`src/rtl/bus_arbiter.sv`:
```
// bus_arbiter: two-master (icache/dcache) arbiter onto a single RAM port.
// Optional grant statistics counters are built when ARB_STATS_EN is defined.
package cpu_types_pkg;
  typedef enum logic [1:0] {
    FREE   = 2'd0,
    BUSY   = 2'd1,
    ACCESS = 2'd2,
    ERROR  = 2'd3
  } ramstate_t;
endpackage

module bus_arbiter
  import cpu_types_pkg::*;
#(
  parameter int LAT_MAX = 15
) (
  input  logic        CLK,
  input  logic        nRST,
  input  logic        iREN,
  input  logic [31:0] iaddr,
  output logic        iwait,
  output logic [31:0] iload,
  input  logic        dREN,
  input  logic        dWEN,
  input  logic [31:0] daddr,
  input  logic [31:0] dstore,
  output logic        dwait,
  output logic [31:0] dload,
  output logic        ramREN,
  output logic        ramWEN,
  output logic [31:0] ramaddr,
  output logic [31:0] ramstore,
  input  logic [31:0] ramload,
  input  ramstate_t   ramstate,
  output logic        arb_err,
  output logic [31:0] dgrant_cnt,
  output logic [31:0] igrant_cnt
);

  localparam logic [1:0] IDLE   = 2'd0;
  localparam logic [1:0] DGRANT = 2'd1;
  localparam logic [1:0] IGRANT = 2'd2;
  localparam logic [4:0] LMAX   = 5'(LAT_MAX);

  logic [1:0] r_state;
  logic [4:0] r_wdog;
  logic       r_last_i;
  logic       r_err;

  logic [1:0] w_next;
  logic       w_dreq;
  logic       w_ireq;
  logic       w_access;
  logic       w_stop;
  logic       w_done;
  logic       w_abort;

  assign w_dreq   = dREN | dWEN;
  assign w_ireq   = iREN;
  assign w_access = (ramstate == ACCESS);
  assign w_stop   = (ramstate == ERROR) || (r_wdog >= LMAX);
  assign arb_err  = r_err;

  // Next state, RAM muxing and master handshake for the current state
  always_comb begin
    w_next   = r_state;
    w_done   = 1'b0;
    w_abort  = 1'b0;
    ramREN   = 1'b0;
    ramWEN   = 1'b0;
    ramaddr  = 32'h0;
    ramstore = 32'h0;
    iwait    = 1'b1;
    dwait    = 1'b1;
    iload    = 32'h0;
    dload    = 32'h0;
    case (r_state)
      IDLE: begin
        if (w_dreq && (!w_ireq || r_last_i))
          w_next = DGRANT;
        else if (w_ireq)
          w_next = IGRANT;
      end
      DGRANT: begin
        ramaddr  = daddr;
        ramstore = dstore;
        ramWEN   = dWEN;
        ramREN   = dREN & ~dWEN;
        if (!w_dreq) begin
          w_next = IDLE;
        end else if (w_access) begin
          dwait  = 1'b0;
          dload  = ramload;
          w_done = 1'b1;
          w_next = IDLE;
        end else if (w_stop) begin
          ramREN  = 1'b0;
          ramWEN  = 1'b0;
          w_abort = 1'b1;
          w_next  = IDLE;
        end
      end
      IGRANT: begin
        ramaddr = iaddr;
        ramREN  = 1'b1;
        if (!w_ireq) begin
          w_next = IDLE;
        end else if (w_access) begin
          iwait  = 1'b0;
          iload  = ramload;
          w_done = 1'b1;
          w_next = IDLE;
        end else if (w_stop) begin
          ramREN  = 1'b0;
          w_abort = 1'b1;
          w_next  = IDLE;
        end
      end
      default: w_next = IDLE;
    endcase
  end

  // State, watchdog, fairness flag and sticky abort flag
  always_ff @(posedge CLK or negedge nRST) begin
    if (!nRST) begin
      r_state  <= IDLE;
      r_wdog   <= 5'd0;
      r_last_i <= 1'b1;
      r_err    <= 1'b0;
    end else begin
      r_state <= w_next;
      if (r_state == IDLE)
        r_wdog <= 5'd0;
      else if (!w_access && r_wdog != 5'h1f)
        r_wdog <= r_wdog + 5'd1;
      if (w_done)
        r_last_i <= (r_state == IGRANT);
      if (w_abort)
        r_err <= 1'b1;
    end
  end

`ifdef ARB_STATS_EN
  logic [31:0] r_dcnt;
  logic [31:0] r_icnt;

  // Completed-grant counters, wrapping modulo 2^32
  always_ff @(posedge CLK or negedge nRST) begin
    if (!nRST) begin
      r_dcnt <= 32'h0;
      r_icnt <= 32'h0;
    end else if (w_done) begin
      if (r_state == DGRANT)
        r_dcnt <= r_dcnt + 32'd1;
      else
        r_icnt <= r_icnt + 32'd1;
    end
  end

  assign dgrant_cnt = r_dcnt;
  assign igrant_cnt = r_icnt;
`else
  assign dgrant_cnt = 32'h0;
  assign igrant_cnt = 32'h0;
`endif

endmodule

```
`config.mk`:
```
export PLATFORM = sky130hd
export DESIGN_NAME = bus_arbiter
export DESIGN_NICKNAME = d
export VERILOG_FILES = /design/src/rtl/bus_arbiter.sv
export SDC_FILE = /design/constraint.sdc
export NUM_CORES = 1
export LEC_CHECK = 0
export ABC_CLOCK_PERIOD_IN_PS = 1850
export CORE_AREA = 2 2 128 130
export CTS_BUF_LIST = sky130_fd_sc_hd__clkbuf_16
export CTS_CLUSTER_DIAMETER = 50
export DETAILED_ROUTE_END_ITERATION = 8
export DIE_AREA = 0 0 130 132
export HOLD_SLACK_MARGIN = 0.08
export RECOVER_POWER = 100
export SYNTH_ARGS = -nofsm -noshare
export SYNTH_HDL_FRONTEND = slang
export SYNTH_SLANG_ARGS = --single-unit
```
`constraint.sdc`:
```
create_clock -name CLK -period 1.85 [get_ports CLK]
set_input_delay 0.185 -clock CLK [delete_from_list [all_inputs] [get_ports CLK]]
set_output_delay 0.185 -clock CLK [all_outputs]
set_load 0.05 [all_outputs]
```
== Yosys cells after proc, flatten, opt, wreduce, memory -nomap -nowiden ==
Cells that the tools add are included.
Word-level totals
  register bits after elaboration: 9
  bits in latches: 0
  RAM bits: 0
  memory bits (read-only): 0
  bits of input ports: 135
  output and inout bits: 197
  memories: 0
Cells by class
  add/subtract/negate cells: 1
  multiply operators: 0
  divide/modulo/power cells: 0
  magnitude comparators: 1
  equality and inequality tests: 6
  shift-type cells: 0
  multiplexer cells: 41
  bitwise operators: 3
  reduce and logical (&&, ||, !) cells: 8
Operator list (number)
  $mux 32: 6
  $pmux 32 s2: 1
  $mux 1: 22
  $mux 2: 6
  $mux 5: 2
  $eq 2x2->1 const B: 3
  $pmux 1 s2: 3
  $pmux 2 s3: 1
  $add 5x1->5 const B: 1
  $ge 5x4->1 const B: 1
  $ne 5x5->1 const B: 1
  $ne 3x3->1 const B: 1
  $eq 2x1->1 const B: 1
  $logic_and 1x1->1: 2
  $logic_not 1->1: 2
  $logic_not 2->1: 1
  $logic_or 1x1->1: 2
  $reduce_bool 2->1: 1
  $and 1x1->1: 1
  $not 1->1: 1
  $or 1x1->1: 1

== Longest topological paths before layout ==
Gate-level depths: netlist (run 1).
  depth after elaboration: 6
  depth in mapped cells: 7
  gate-level depth less buffers: 7

== Least setup slack after synthesis (run 1) ==
Ideal clock, no wire load.
  kind: flip-flop to output port
  start: reg r_wdog[0]
  end: out ramREN
  arrival: 2.327 ns
  slack: -0.662 ns
  cell stages (with the launch flop): 8
  buffers on the path: 0
  cell sequence: dfrtp_1 ha_1 and3_1 ha_1 or3_4 o21bai_2 nand4b_1 a21boi_1
On the way
  cells in the longest elaborated chain, start to end: 6
  elaborated cells on any way between the ends: 9
  those cells by class: order compare: 1; mux: 7; reduce/logical: 1
Ends and longest elaborated chain
  from (decl): RTL line 46  | logic [4:0] r_wdog;
  from (signal assigned): RTL line 135  | r_wdog <= r_wdog + 5'd1;
  $ge 5x4->1 (*): RTL line 61  | assign w_stop = (ramstate == ERROR) || (r_wdog >= LMAX);
  $logic_or 1x1->1 (*): RTL line 61
  $mux 1, on equally long branches: RTL line 113, 96
  $mux 1, on equally long branches: RTL line 108, 91
  $mux 1, on equally long branches: RTL line 106, 89
  $pmux 1 s2 (*): RTL line 77  | case (r_state)
  to (decl): RTL line 29  | output logic ramREN,
Mark *: on every way between the ends. The rest lies on a longest branch, timed or not.

== Worst setup path after layout (run 1) ==
  start: reg r_wdog[1]
  end: out ramREN
Same word-level chain as after synthesis.

==> results of run 1 <==
-- power groups by stage --
stage | Combinational, mW | Clock [mW] | Sequential, mW
global placement | 6.85 | 0 | 0.313
finish | 8.30 | 0.387 | 0.305
global route | 8.65 | 0.404 | 0.308
CTS | 7.69 | 0.393 | 0.305
floorplan | 3.74 | 0 | 0.334
detailed placement | 6.92 | 0 | 0.321
-- kinds of logic after synthesis --
family,count (synthesis)
AOI/OAI and AO/OA,48
DFF,9
buffers and inverters,93
other,1
adders and majority gates,7
and+or+nand+nor,155
xor gates and xnor gates,3
-- per-layer routing --
metal	track usage (%)	vias to the layer above
li1	-	1533
met1	15.3	1556
met2	26.7	197
met3	3.57	10
met4	2.15	0
met5	0	-
-- repair_timing --
action | 4_1_cts | 5_1_grt
buffers inserted | 13 | 10
endpoints found under the setup margin | 125 | 90
pin swaps | 8 | 24
cloned | 9 | 8
resized for setup | 33 | 103
-- sequential cells by signal, summed over array words and instances, names as in the netlist --
register and flops:
arb_err 1, r_last_i 1, r_state 2, r_wdog 5
-- per-stage QoR --
stage	worst slack [ps]	power, mW	util [%]	area [sq um]
floorplan	-258	4.07	-	2620
global placement	-262	7.17	41.1	6450
global route	-566	9.36	47.1	7400
CTS	-482	8.39	43.9	6900
finish	-484	8.99	47.1	7400
detailed placement	-317	7.24	41.1	6450
-- cells in the final DEF, fill, tap and decap left out, types with 7 or more instances in the layout --
cell and count:
and2_4 69, clkbuf_16 7, and3_4 12, conb_1 64, and2_1 27, buf_4 27, dfrtp_1 7, buf_6 8
nor2_1 8, clkdlybuf4s50_1 132, buf_12 136, nor2b_2 31, a22oi_2 27
-- final timing paths --
kind	end	slack (ps)	cells past startpoint
setup / recovery	ramREN	-480	8
hold / removal	r_wdog[2]	330	1
setup reg to reg	r_state[1]	-180	8
hold reg to reg	arb_err	500	1
max in group asynchronous	r_last_i	1170	1
min in group CLK	arb_err	500	1
-- area by class of cell --
class / count / area share (%)
clock inverter: 1 / 0.0677
timing repair buffer: 315 / 61.8
inverter: 6 / 0.305
tap: 216 / 3.65
multi-input combinational: 285 / 30.1
sequential: 9 / 3.08
clock buffer: 3 / 1.02
==> impl_metrics.csv, run 1 <==
group,metric,value,unit
sta,setup_viol,67,
pwr,p_leak,3.01,nW
sta,timing.setup.tns,-2640,ps
outcome,status,"complete, but fails checks",
setup_path,critPathKind,"reg -> out",
cells_and_area,drive_gt1_share,54.6,%
global_routing,groute.usage.overall,13.9,%
floorplan,start_util,14.4,%
yosys,netlist_top_cells_count,"and2_1 (96), buf_4 (64), nor2b_1 (33)",
yosys,ys.flop_type,"dfrtp_1",
global_routing,grt_pass1_wl,18.7,mm
yosys,ys_types,39,
yosys,synth_xor_xnor_area_share,1.16,%
global_routing,gr-total-overflow,0,
clock_network,clk_pin_slew,40,ps
floorplan,chipWidth,130,um
clock_network,cts_tree,"done",
drt,routed_wirelength,13.8,mm
cells_and_area,multi_input_area,2230,sq um
setup_path,crit_fanout,4,
global_routing,grt_max_degree,37,
clock_network,clk_path_buf_depth,2,
setup_path,crit_slowest_cell,"dfrtp_1",
yosys,synth_edf_count,0,
cells_and_area,synthToLayoutAreaGrowth,227,%
yosys,synth_fa_ha_area_share,3.87,%
setup_path,critPathLaunch,"r_wdog[1]",
cells_and_area,nets,762,
setup_path,crit_chain,"ha_2 > and3_4 > ha_4 > or3_4 > o21bai_4 > nand4b_1 > a21boi_4 > buf_12",
pwr,worst_ir_drop_vdd,0.779,mV
yosys,syn_inst,316,
global_routing,antenna_found_initial,0,
setup_path,crit_buf_inv,1,
setup_path,startpoint_type,"register",
clock_network,cts_max_level,1,
placement,dp_cells,792,
pwr,powerDensity,1220,nW/um^2
sta,postLayoutSetupSlackWorst,-484,ps
sta,hold_violations,0,
flow_run,maxCapViolCount,0,
clock_network,cts_hold_buf,0,
sta,rsz0062_at_grt,"yes",
yosys,synth_mux_area_share,0,%
yosys,synth_top_family_by_area,"simple AND/OR/NAND/NOR gates",
clock_network,cts_made_buffers,3,
placement,dp_hpwl,9.48,mm
floorplan,fp.dieH,132,um
sta,period_needed,2330,ps
floorplan,num_io_pins,332,
floorplan,dieArea,17200,sq um
yosys,synth.largest_area_cell,"and2_1",
drt,drc,0,
yosys,synth-seq-cells,9,
drt,highest_layer,"met4",
sta,worst_pin_slew,513,ps
pwr,clockPowerShare,4.3,%
pwr,intPower,4.64,mW
global_routing,grt_pass1_vias,3351,
setup_path,reg2reg_from,"r_wdog[1]",
setup_path,slowest_delay,370,ps
drt,viasPerCell,3.95,
sta,hold_slack,334,ps
floorplan,placementRows,46,
pwr,pwr-share-comb,92.3,%
clock_network,cts_root_buffer,"clkbuf_16",
clock_network,cts.sinks,9,
cells_and_area,final.fill_count,1408,
cells_and_area,n_antenna_cell,0,
setup_path,worst_setup_path_end_kind,"output pin",
drt,drt-initial-drc-count,78,
yosys,netlist_area,2260,sq um
placement,finalWeightedCongestion,0.808,
pwr,switching_share,48.4,%
cells_and_area,final_cells,835,
setup_path,crit_family,"simple AND/OR/NAND/NOR gates",
yosys,ys_async_sr_fraction,100,%
setup_path,crit_arrival,2150,ps
pwr,switchingPower,4.36,mW
clock_network,clkLatencyLatePin,240,ps
yosys,yosysMostFrequentCell,"and2_1",
sta,relSlewSlack,65.7,%
yosys,synthTopCellsByArea,"and2_1 (27%), buf_4 (21%), a22oi_1 (11%), nor2b_1 (9.1%), dfrtp_1 (8.8%)",
hold_path,hp-class,"in -> async",
drt,drtAntennaViolNets,0,
yosys,ys_seq_area_share,10.0,%
pwr,pwr-share-seq,3.4,%
placement,port_buffers,267,
yosys,synth_compound_area_share,15.3,%
drt,routedLengthMet1,5.11,mm
sta,fmaxAchievable,0.429,GHz
drt,num_vias,3296,
floorplan,core,15700,sq um
drt,drt_pass1_iterations,4,
yosys,synth_top_area_share,26.5,%
drt,wl_met2,7.36,mm
drt,met3WireLength,1.15,mm
yosys,ys_warn_count,0,
yosys,synth.avg_cell_area,7.16,sq um
sta,skew,2.55,ps
cells_and_area,register_area,228,sq um
sta,post-route-period-util,126,%
sta,slew_violations,0,
drt,post_drt_wl_per_cell,16.5,um
setup_path,crit_required,1660,ps
yosys,yosys.area_share.simple,42.8,%
outcome,violations,"negative setup slack",
No activity file was read; power rests on OpenSTA's default activity.
==> run 2, diff against run 1 <==
==> constraint.sdc (replaced) <==
create_clock -name CLK -period 1.85 [get_ports CLK]
set_input_delay 0.2775 -clock CLK [delete_from_list [all_inputs] [get_ports CLK]]
set_output_delay 0.2775 -clock CLK [all_outputs]
set_load 0.05 [all_outputs]
==> run 2 against run 1 <==
Compared with the run above: the run still ends with negative setup slack left; combinational power up 15%; via count up 1.5%; clock-buffer cell count unchanged; worst setup slack worse by 110 ps; critical path depth unchanged; sequential cell count unchanged; sequential share of layout area down 0.12 points; maximum frequency down 4.5%; first-iteration DRC count down 29%; core utilization up 2.1 points; cell count up 0.84%; non-clock buffer count up 7.
==> impl_metrics.csv, run 2 (synthesized netlist as in run 1, its figures left out) <==
group,metric,value,unit
outcome,status,"complete, but fails checks",
outcome,violations,"negative setup slack",
sta,period_needed,2440,ps
placement,dp_hpwl,9.42,mm
clock_network,cts.sinks,9,
global_routing,antenna_found_initial,1,
setup_path,worst_setup_path_end_kind,"output pin",
cells_and_area,register_area,229,sq um
cells_and_area,layout_common_cells,"buf_12 (141), clkdlybuf4s50_1 (128), and2_4 (75)",
cells_and_area,top_regs,"r_wdog (5), r_state (2)",
drt,routed_wirelength,14.7,mm
floorplan,start_util,14.4,%
setup_path,crit_family,"simple AND/OR/NAND/NOR gates",
sta,worst_pin_slew,502,ps
setup_path,crit_slowest_cell,"dfrtp_1",
pwr,p_leak,3.16,nW
floorplan,placementRows,46,
sta,setup_viol,100,
drt,drt-initial-drc-count,55,
clock_network,clk_pin_slew,40,ps
floorplan,chipWidth,130,um
sta,timing.setup.tns,-12470,ps
global_routing,groute.usage.overall,16.4,%
sta,post-route-period-util,132,%
clock_network,clk_path_buf_depth,2,
pwr,powerDensity,1330,nW/um^2
sta,hold_violations,0,
setup_path,crit_buf_inv,1,
floorplan,fp.dieH,132,um
cells_and_area,regMostFlops,"r_wdog",
setup_path,slowest_delay,380,ps
setup_path,crit_fanout,3,
drt,viasPerCell,3.98,
drt,drt_pass1_iterations,4,
drt,drc,0,
drt,num_vias,3347,
sta,slew_violations,0,
floorplan,num_io_pins,332,
flow_run,maxCapViolCount,0,
placement,dp_cells,791,
setup_path,crit_chain,"ha_2 > and3_4 > ha_4 > or3_4 > o21bai_4 > nand4b_1 > a21boi_4 > buf_12",
cells_and_area,synthToLayoutAreaGrowth,242,%
setup_path,startpoint_type,"register",
clock_network,cts_hold_buf,0,
cells_and_area,final_util,49.2,%
cells_and_area,final.fill_count,1384,
cells_and_area,final_common_cell,"buf_12",
floorplan,dieArea,17200,sq um
setup_path,critPathKind,"reg -> out",
setup_path,crit_arrival,2170,ps
hold_path,hp-class,"in -> async",
clock_network,cts_root_buffer,"clkbuf_16",
sta,postLayoutSetupSlackWorst,-594,ps
drt,drtAntennaViolNets,0,
clock_network,cts_tree,"done",
drt,post_drt_wl_per_cell,17.5,um
global_routing,grt_pass1_wl,21.5,mm
clock_network,clkLatencyLatePin,240,ps
global_routing,grt_pass1_vias,3680,
floorplan,core,15700,sq um
cells_and_area,largest_reg_flops,5,
pwr,worst_ir_drop_vdd,0.814,mV
placement,finalWeightedCongestion,0.792,
cells_and_area,multi_input_area,2430,sq um
sta,rsz0062_at_grt,"yes",
cells_and_area,n_antenna_cell,0,
sta,fmaxAchievable,0.409,GHz
global_routing,gr-total-overflow,0,
global_routing,grt_max_degree,23,
sta,relSlewSlack,66.4,%
clock_network,cts_max_level,1,
clock_network,cts_made_buffers,3,
placement,port_buffers,267,
cells_and_area,drive_gt1_share,57.5,%
setup_path,crit_required,1570,ps
cells_and_area,final_cells,842,
cells_and_area,nets,769,
sta,skew,5.60,ps
==> run 2: worst paths after layout <==
| kind | startpoint | to | slack [ps] | depth (start not counted) |
|---|---|---|---|---|
| max | r_wdog[1] | ramREN | -590 | 8 |
| max in group asynchronous | nRST | r_state[0] | 1060 | 1 |
| min | nRST | r_wdog[3] | 430 | 1 |
| min reg2reg | arb_err | arb_err | 520 | 1 |
| min in group CLK | arb_err | arb_err | 520 | 1 |
| max reg2reg | r_wdog[1] | r_wdog[4] | 20 | 7 |
==> run 2: cell type report <==
type / count / area share (%)
Sequential cell: 9 / 2.96
Timing Repair Buffer: 322 / 60.6
Clock inverter: 1 / 0.0648
Inverter: 6 / 0.356
Multi-Input combinational cell: 285 / 31.5
Clock buffer: 3 / 0.972
Tap cell: 216 / 3.50
==> run 2: metrics by stage <==
| stage | cell area, sq um | setup slack, ps | total power, mW | hold slack [ps] |
|---|---|---|---|---|
| after floorplan | 2680 | -350 | 4.26 | -18.1 |
| final | 7730 | -594 | 10.3 | 433 |
| after detailed placement | 6510 | -387 | 7.40 | 510 |
| after global placement | 6510 | -355 | 7.34 | 508 |
| after CTS | 7700 | -562 | 10.5 | 370 |
| after global routing | 7730 | -672 | 10.7 | 451 |
==> run 2: what timing repair did <==
item	CTS	global route
pin swaps	51	46
gates cloned	18	1
resized for setup	156	32
buffers inserted	26	9
endpoints found under the setup margin	134	122
==> run 2: worst register-to-register path: cells and delay by family (launching register included) <==
family | cells | cell delay [ps]
AOI/OAI and AO/OA | 1 | 240
adders and majority gates | 2 | 420
buffers and inverters | 1 | 130
DFF | 1 | 380
and+or+nand+nor | 3 | 570
==> run 2: metal layers <==
metal	share of wire [%]	up-vias	GRT usage (%)
met2	55	199	31.3
met1	36	1582	18.0
met3	7.5	16	4.34
met4	1.3	0	3.17
li1	-	1550	-
met5	0	-	0
==> run 2: power breakdown <==
group | internal, mW | total (mW) | switching, mW
registers | 0.262 | 0.326 | 0.0633
clock network | 0.285 | 0.388 | 0.102
logic | 4.92 | 9.54 | 4.62
